===== config.mk =====
export PLATFORM = sky130hd
export DESIGN_NAME = sdes_round_ctrl
export DESIGN_NICKNAME = d
export VERILOG_FILES = /design/src/rtl/sdes_round_ctrl.sv
export SDC_FILE = /design/constraint.sdc
export NUM_CORES = 1
export LEC_CHECK = 0
export BUFFER_PORTS_ARGS = -buffer_cell sky130_fd_sc_hd__buf_2
export CORE_ASPECT_RATIO = 0.7
export CORE_MARGIN = 2
export CORE_UTILIZATION = 39
export CTS_CLUSTER_DIAMETER = 80
export DETAILED_ROUTE_END_ITERATION = 7
export PLACE_DENSITY_LB_ADDON = 0.25
export SYNTH_ARGS = -nofsm -noshare
export SYNTH_HDL_FRONTEND = slang
export SYNTH_SLANG_ARGS = --single-unit

===== constraint.sdc =====
create_clock -name clk -period 5 [get_ports clk]
set_input_delay 0.25 -clock clk [delete_from_list [all_inputs] [get_ports clk]]
set_output_delay 0.25 -clock clk [all_outputs]
set_load 0.02 [all_outputs]

===== src/rtl/sdes_round_ctrl.sv =====
// -----------------------------------------------------------------------------
// sdes_round_ctrl
//
// Iterative S-DES encrypt/decrypt engine. One 8-bit block and a 10-bit key are
// accepted over a valid/ready handshake. K1/K2 are derived at accept time. A
// single F-function (EP, key XOR, S0/S1, P4) is time-shared across both
// Feistel rounds, one round per clock. The result is held on a valid/ready
// output until the consumer takes it.
//
// Parameters
//   SBOX_GATE  1: S-box enable is high only while a round is being computed
//              0: S-box enable is tied high
//
// Ports
//   clk        system clock, rising edge
//   rst_n      asynchronous active-low reset
//   in_valid   block/key/mode present
//   in_ready   engine can accept (IDLE only)
//   din        plaintext (encrypt) or ciphertext (decrypt)
//   key        10-bit S-DES key
//   decrypt    0 = encrypt, 1 = decrypt; sampled at accept
//   out_valid  dout holds a completed result
//   out_ready  consumer takes the result
//   dout       result block; changes only when a result completes
//   busy       engine is not idle
// -----------------------------------------------------------------------------
module sdes_round_ctrl #(
    parameter logic SBOX_GATE = 1'b1
) (
    input  logic       clk,
    input  logic       rst_n,
    input  logic       in_valid,
    output logic       in_ready,
    input  logic [7:0] din,
    input  logic [9:0] key,
    input  logic       decrypt,
    output logic       out_valid,
    input  logic       out_ready,
    output logic [7:0] dout,
    output logic       busy
);

    localparam logic [1:0] ST_IDLE = 2'd0;
    localparam logic [1:0] ST_R1   = 2'd1;
    localparam logic [1:0] ST_R2   = 2'd2;
    localparam logic [1:0] ST_DONE = 2'd3;

    // S-box contents, indexed by {row, col} where row = {b3,b0} and
    // col = {b2,b1} of the raw 4-bit S-box input.
    localparam logic [1:0] S0_TBL [16] = '{
        2'd1, 2'd0, 2'd3, 2'd2,
        2'd3, 2'd2, 2'd1, 2'd0,
        2'd0, 2'd2, 2'd1, 2'd3,
        2'd3, 2'd1, 2'd3, 2'd2
    };
    localparam logic [1:0] S1_TBL [16] = '{
        2'd0, 2'd1, 2'd2, 2'd3,
        2'd2, 2'd0, 2'd1, 2'd3,
        2'd3, 2'd0, 2'd1, 2'd0,
        2'd2, 2'd1, 2'd0, 2'd3
    };

    // Permutations. Bit position 1 of the textbook tables is the MSB here.
    function automatic logic [7:0] ip(input logic [7:0] d);
        return {d[6], d[2], d[5], d[7], d[4], d[0], d[3], d[1]};
    endfunction

    function automatic logic [7:0] ip_inv(input logic [7:0] d);
        return {d[4], d[7], d[5], d[3], d[1], d[6], d[0], d[2]};
    endfunction

    function automatic logic [7:0] ep(input logic [3:0] r);
        return {r[0], r[3], r[2], r[1], r[2], r[1], r[0], r[3]};
    endfunction

    function automatic logic [3:0] p4(input logic [3:0] s);
        return {s[2], s[0], s[1], s[3]};
    endfunction

    function automatic logic [9:0] p10(input logic [9:0] k);
        return {k[7], k[5], k[8], k[3], k[6], k[0], k[9], k[1], k[2], k[4]};
    endfunction

    // P8 never selects the two most significant key bits, so it takes only
    // the low eight bits of the shifted key.
    function automatic logic [7:0] p8(input logic [7:0] y);
        return {y[4], y[7], y[3], y[6], y[2], y[5], y[0], y[1]};
    endfunction

    function automatic logic [4:0] rotl1(input logic [4:0] x);
        return {x[3:0], x[4]};
    endfunction

    function automatic logic [4:0] rotl2(input logic [4:0] x);
        return {x[2:0], x[4:3]};
    endfunction

    // ------------------------------------------------------------------------
    // State
    // ------------------------------------------------------------------------
    logic [1:0] state;
    logic [3:0] l_q;
    logic [3:0] r_q;
    logic [7:0] k1_q;
    logic [7:0] k2_q;
    logic       mode_q;
    logic [7:0] dout_q;
    logic       out_valid_q;

    // ------------------------------------------------------------------------
    // Key schedule, evaluated on the live key so it can be captured at accept
    // ------------------------------------------------------------------------
    logic [9:0] key_p10;
    logic [4:0] ls1_hi;
    logic [4:0] ls1_lo;
    logic [4:0] ls2_lo;
    logic [2:0] ls2_hi_kept;
    logic [7:0] k1_next;
    logic [7:0] k2_next;

    assign key_p10 = p10(key);
    assign ls1_hi  = rotl1(key_p10[9:5]);
    assign ls1_lo  = rotl1(key_p10[4:0]);
    assign ls2_lo  = rotl2(ls1_lo);
    // Low three bits of LS-2 applied to the high half; the top two are
    // discarded by P8 anyway.
    assign ls2_hi_kept = {ls1_hi[0], ls1_hi[4:3]};
    assign k1_next = p8({ls1_hi[2:0], ls1_lo});
    assign k2_next = p8({ls2_hi_kept, ls2_lo});

    // ------------------------------------------------------------------------
    // Shared F-function
    // ------------------------------------------------------------------------
    logic       sbox_en;
    logic [7:0] round_key;
    logic [7:0] ep_x;
    logic [1:0] s0_out;
    logic [1:0] s1_out;
    logic [3:0] f_out;

    assign sbox_en = !SBOX_GATE || (state == ST_R1) || (state == ST_R2);

    // R1 uses K1 when encrypting and K2 when decrypting; R2 uses the other.
    assign round_key = ((state == ST_R1) ^ mode_q) ? k1_q : k2_q;
    assign ep_x      = ep(r_q) ^ round_key;

    // A disabled S-box drives zero, matching the S0/S1 instance behaviour.
    assign s0_out = sbox_en ? S0_TBL[{ep_x[7], ep_x[4], ep_x[6], ep_x[5]}] : 2'b00;
    assign s1_out = sbox_en ? S1_TBL[{ep_x[3], ep_x[0], ep_x[2], ep_x[1]}] : 2'b00;
    assign f_out  = p4({s0_out, s1_out});

    // ------------------------------------------------------------------------
    // Sequencer
    // ------------------------------------------------------------------------
    // NOTE: every register here is small flop state, so all of it is reset;
    // non-blocking assignments let R1 read old L/R while writing new ones.
    always_ff @(posedge clk or negedge rst_n) begin
        if (!rst_n) begin
            state       <= ST_IDLE;
            l_q         <= '0;
            r_q         <= '0;
            k1_q        <= '0;
            k2_q        <= '0;
            mode_q      <= 1'b0;
            dout_q      <= '0;
            out_valid_q <= 1'b0;
        end else begin
            case (state)
                ST_IDLE: begin
                    if (in_valid) begin
                        {l_q, r_q} <= ip(din);
                        k1_q       <= k1_next;
                        k2_q       <= k2_next;
                        mode_q     <= decrypt;
                        state      <= ST_R1;
                    end
                end
                ST_R1: begin
                    // fk followed by SW in a single step.
                    l_q   <= r_q;
                    r_q   <= l_q ^ f_out;
                    state <= ST_R2;
                end
                ST_R2: begin
                    // Final fk has no swap; undo IP straight into dout.
                    dout_q      <= ip_inv({l_q ^ f_out, r_q});
                    out_valid_q <= 1'b1;
                    state       <= ST_DONE;
                end
                ST_DONE: begin
                    if (out_ready) begin
                        out_valid_q <= 1'b0;
                        state       <= ST_IDLE;
                    end
                end
                default: state <= ST_IDLE;
            endcase
        end
    end

    assign in_ready  = (state == ST_IDLE);
    assign busy      = (state != ST_IDLE);
    assign out_valid = out_valid_q;
    assign dout      = dout_q;

endmodule

==> results by group <==
Yosys
  • YS warnings: 0
  • Area contributors post-synth: dfrtp_1, mux2i_1, mux2_2
  • Syn Nets: 188
  • Main synth FF type: dfrtp_1
  • Seq cells post-synth: 30
  • Library cells used by synthesis: 32
  • Mapped Area: 1720 sq um
  • Synth async-reset ratio: 1.00
  • Commonest cells in the synthesized netlist: dfrtp_1, mux2i_1, nand2_1, mux2_2, a21oi_1
  • Area leader, netlist: dfrtp_1
  • Post-synthesis sequential area ratio: 0.436
  • Most frequent cell after synthesis: dfrtp_1
  • Average size of a mapped cell: 10.8 sq um
  • Synth Instances: 160
  • Top-area cell type share of the netlist area: 0.436
  • EDFF count, synth: 0

Routing
  • DR iter-0 viols: 46
  • Routed wire length: 3710 um
  • Highest metal used: met4
  • WL met3: 176 um
  • DR vias: 1,270
  • Wl on met1: 1850 um
  • Remaining antenna violation count: 0
  • Remaining DRCs: 0
  • Met2 WL: 1650 um
  • Vias per cell: 5.06
  • Wire length per cell: 14.8 um
  • Pre-Repair DR Iteration Count: 4

Clocking
  • H-Tree Depth: 2
  • Cts bufs inserted: 5
  • Max Buffers Root-to-Sink: 2
  • TritonCTS clock tree: built
  • Root Buffer: clkbuf_8
  • CTS clk-pin slew, worst paths: 0.06 ns
  • Clk sinks: 30
  • Setup repair bufs after CTS: 0
  • Clk_lat worst skew: 0.29 ns
  • Post-CTS sizing: 0
  • Cts hold-fix bufs: 0

Global routing
  • Vias in the first global route: 1,229
  • Remaining Overflow, GRT: 0
  • Initial antenna violation count: 0
  • First-pass GRT wire length: 6150 um
  • GRT Util Overall: 0.166
  • Largest net degree at the start of global routing: 31

STA
  • RSZ-0062 raised after global routing: no
  • Tmin final: 3.25 ns
  • Hold Violations, Final: 0
  • Final period utilization: 0.649
  • Slew headroom: 0.444
  • Setup violators final: 0
  • Fin Clk Skew: 0.00736 ns
  • Slew Limit Fails: 0
  • Fmax: 308 MHz
  • Setup TNS: 0 ns
  • Slew @ Worst Pin: 0.834 ns

Setup path
  • Worst path bufs/invs: 2
  • Max stage delay on crit path: 0.71 ns
  • Setup crit end kind: flop
  • CP cell instances: inv_1 -> ha_1 -> xor2_2 -> mux2i_1 -> xnor2_1 -> inv_1 -> ha_1 -> mux2_1 -> o21ai_1 -> mux2i_1 -> nand2_1
  • Critical path arrival: 3.41 ns
  • Startpoint Class: flop
  • Crit path max-delay cell type: ha_1
  • CP required: 5.17 ns
  • Kind of critical path: flop to flop
  • CP top delay family: adder cells
  • CP Max Fanout: 19

Cells and area
  • Share of cells above drive strength 1: 0.321
  • Fill cells: 408
  • Final-stage net count: 223
  • Area Growth Syn to Fin: 18.6%
  • Number of diodes: 0

Run
  • Max-Cap Viols: 0

Outcome
  • Run status: finished, final reports clean

Place
  • HPWL after detailed placement: 2770 um
  • Number of port buffers: 33
  • Final GP Congestion: 0.751

Die
  • DIE AREA: 4970 sq um
  • Initial Utilization: 0.400
  • FP Rows: 20
  • Core Region: 4300 sq um
  • DIE WIDTH: 83.4 um
  • Die height: 59.6 um
  • Io pins: 34

Min path
  • Worst min path class: input pin to asynchronous set/reset pin
[per-stage QoR]
step / hold WS [ns] / worst slack [ns] / cell area (sq um) / instances / util
after floorplan: -0.0456 / 2.49 / 1720 / 160 / -
after global placement: 0.315 / 1.95 / 1930 / 243 / 0.449
after detailed placement: 0.330 / 1.74 / 1930 / 243 / 0.449
after CTS: 0.0172 / 1.73 / 2040 / 251 / 0.475
after global routing: 0.0472 / 1.51 / 2040 / 251 / 0.475
final: 0.00140 / 1.75 / 2040 / 251 / 0.475
[cell type report]
| cell class | count | area (sq um) | area share |
|---|---|---|---|
| multi-input cells | 116 | 912 | 0.446 |
| well taps | 55 | 68.8 | 0.0337 |
| inverters | 8 | 30.0 | 0.0147 |
| repair buffers | 34 | 173 | 0.0845 |
| flip-flops and latches | 30 | 751 | 0.367 |
| clock inverters | 3 | 40.0 | 0.0196 |
| clock buffers | 5 | 68.8 | 0.0337 |
[layer usage]
| layer | up-vias | track usage |
|---|---|---|
| met5 | - | 0 |
| met4 | 0 | 0.0484 |
| met3 | 4 | 0.0682 |
| met2 | 32 | 0.255 |
| met1 | 614 | 0.220 |
| li1 | 620 | - |
[flip-flops by register name (all words and copies together), names as in the netlist]
name / count
r_q: 4
out_valid: 1
mode_q: 1
dout: 8
k1_q: 7
k2_q: 3
state: 2
l_q: 4
[kinds of logic after synthesis]
family | after synthesis | synth area share
adder cells (fa/ha/maj) | 5 | 0.0363
AND/OR/NAND/NOR | 39 | 0.113
AO/OA/AOI/OAI | 24 | 0.0872
multiplexers | 33 | 0.203
flip-flops | 30 | 0.436
XOR/XNOR | 15 | 0.0893
buffers and inverters | 14 | 0.0349
[cells in the final DEF, fill, tap and decap left out, types with 7 or more instances in the layout]
master    n
inv_1     8
dfrtp_1  30
buf_2    33
mux2_2   15
xnor2_1   9
nor3b_1   7
a21oi_1  10
nor2_1    9
mux2i_1  17
nand2_1  16
[final timing paths]
kind                            from   endpoint  slack, ns  depth (start not counted)
max                         state[1]     r_q[1]       1.75                         11
min                            rst_n     r_q[2]      0.001                          1
max reg2reg                 state[1]     r_q[1]       1.75                         11
min reg2reg                  dout[4]    dout[4]       0.50                          1
max in group asynchronous      rst_n    k2_q[4]       4.56                          1
min in group clk           out_ready  out_valid       0.19                          2
Power is not shown: default switching activity piles up to over one toggle a cycle in this logic, so the estimate is an artifact.
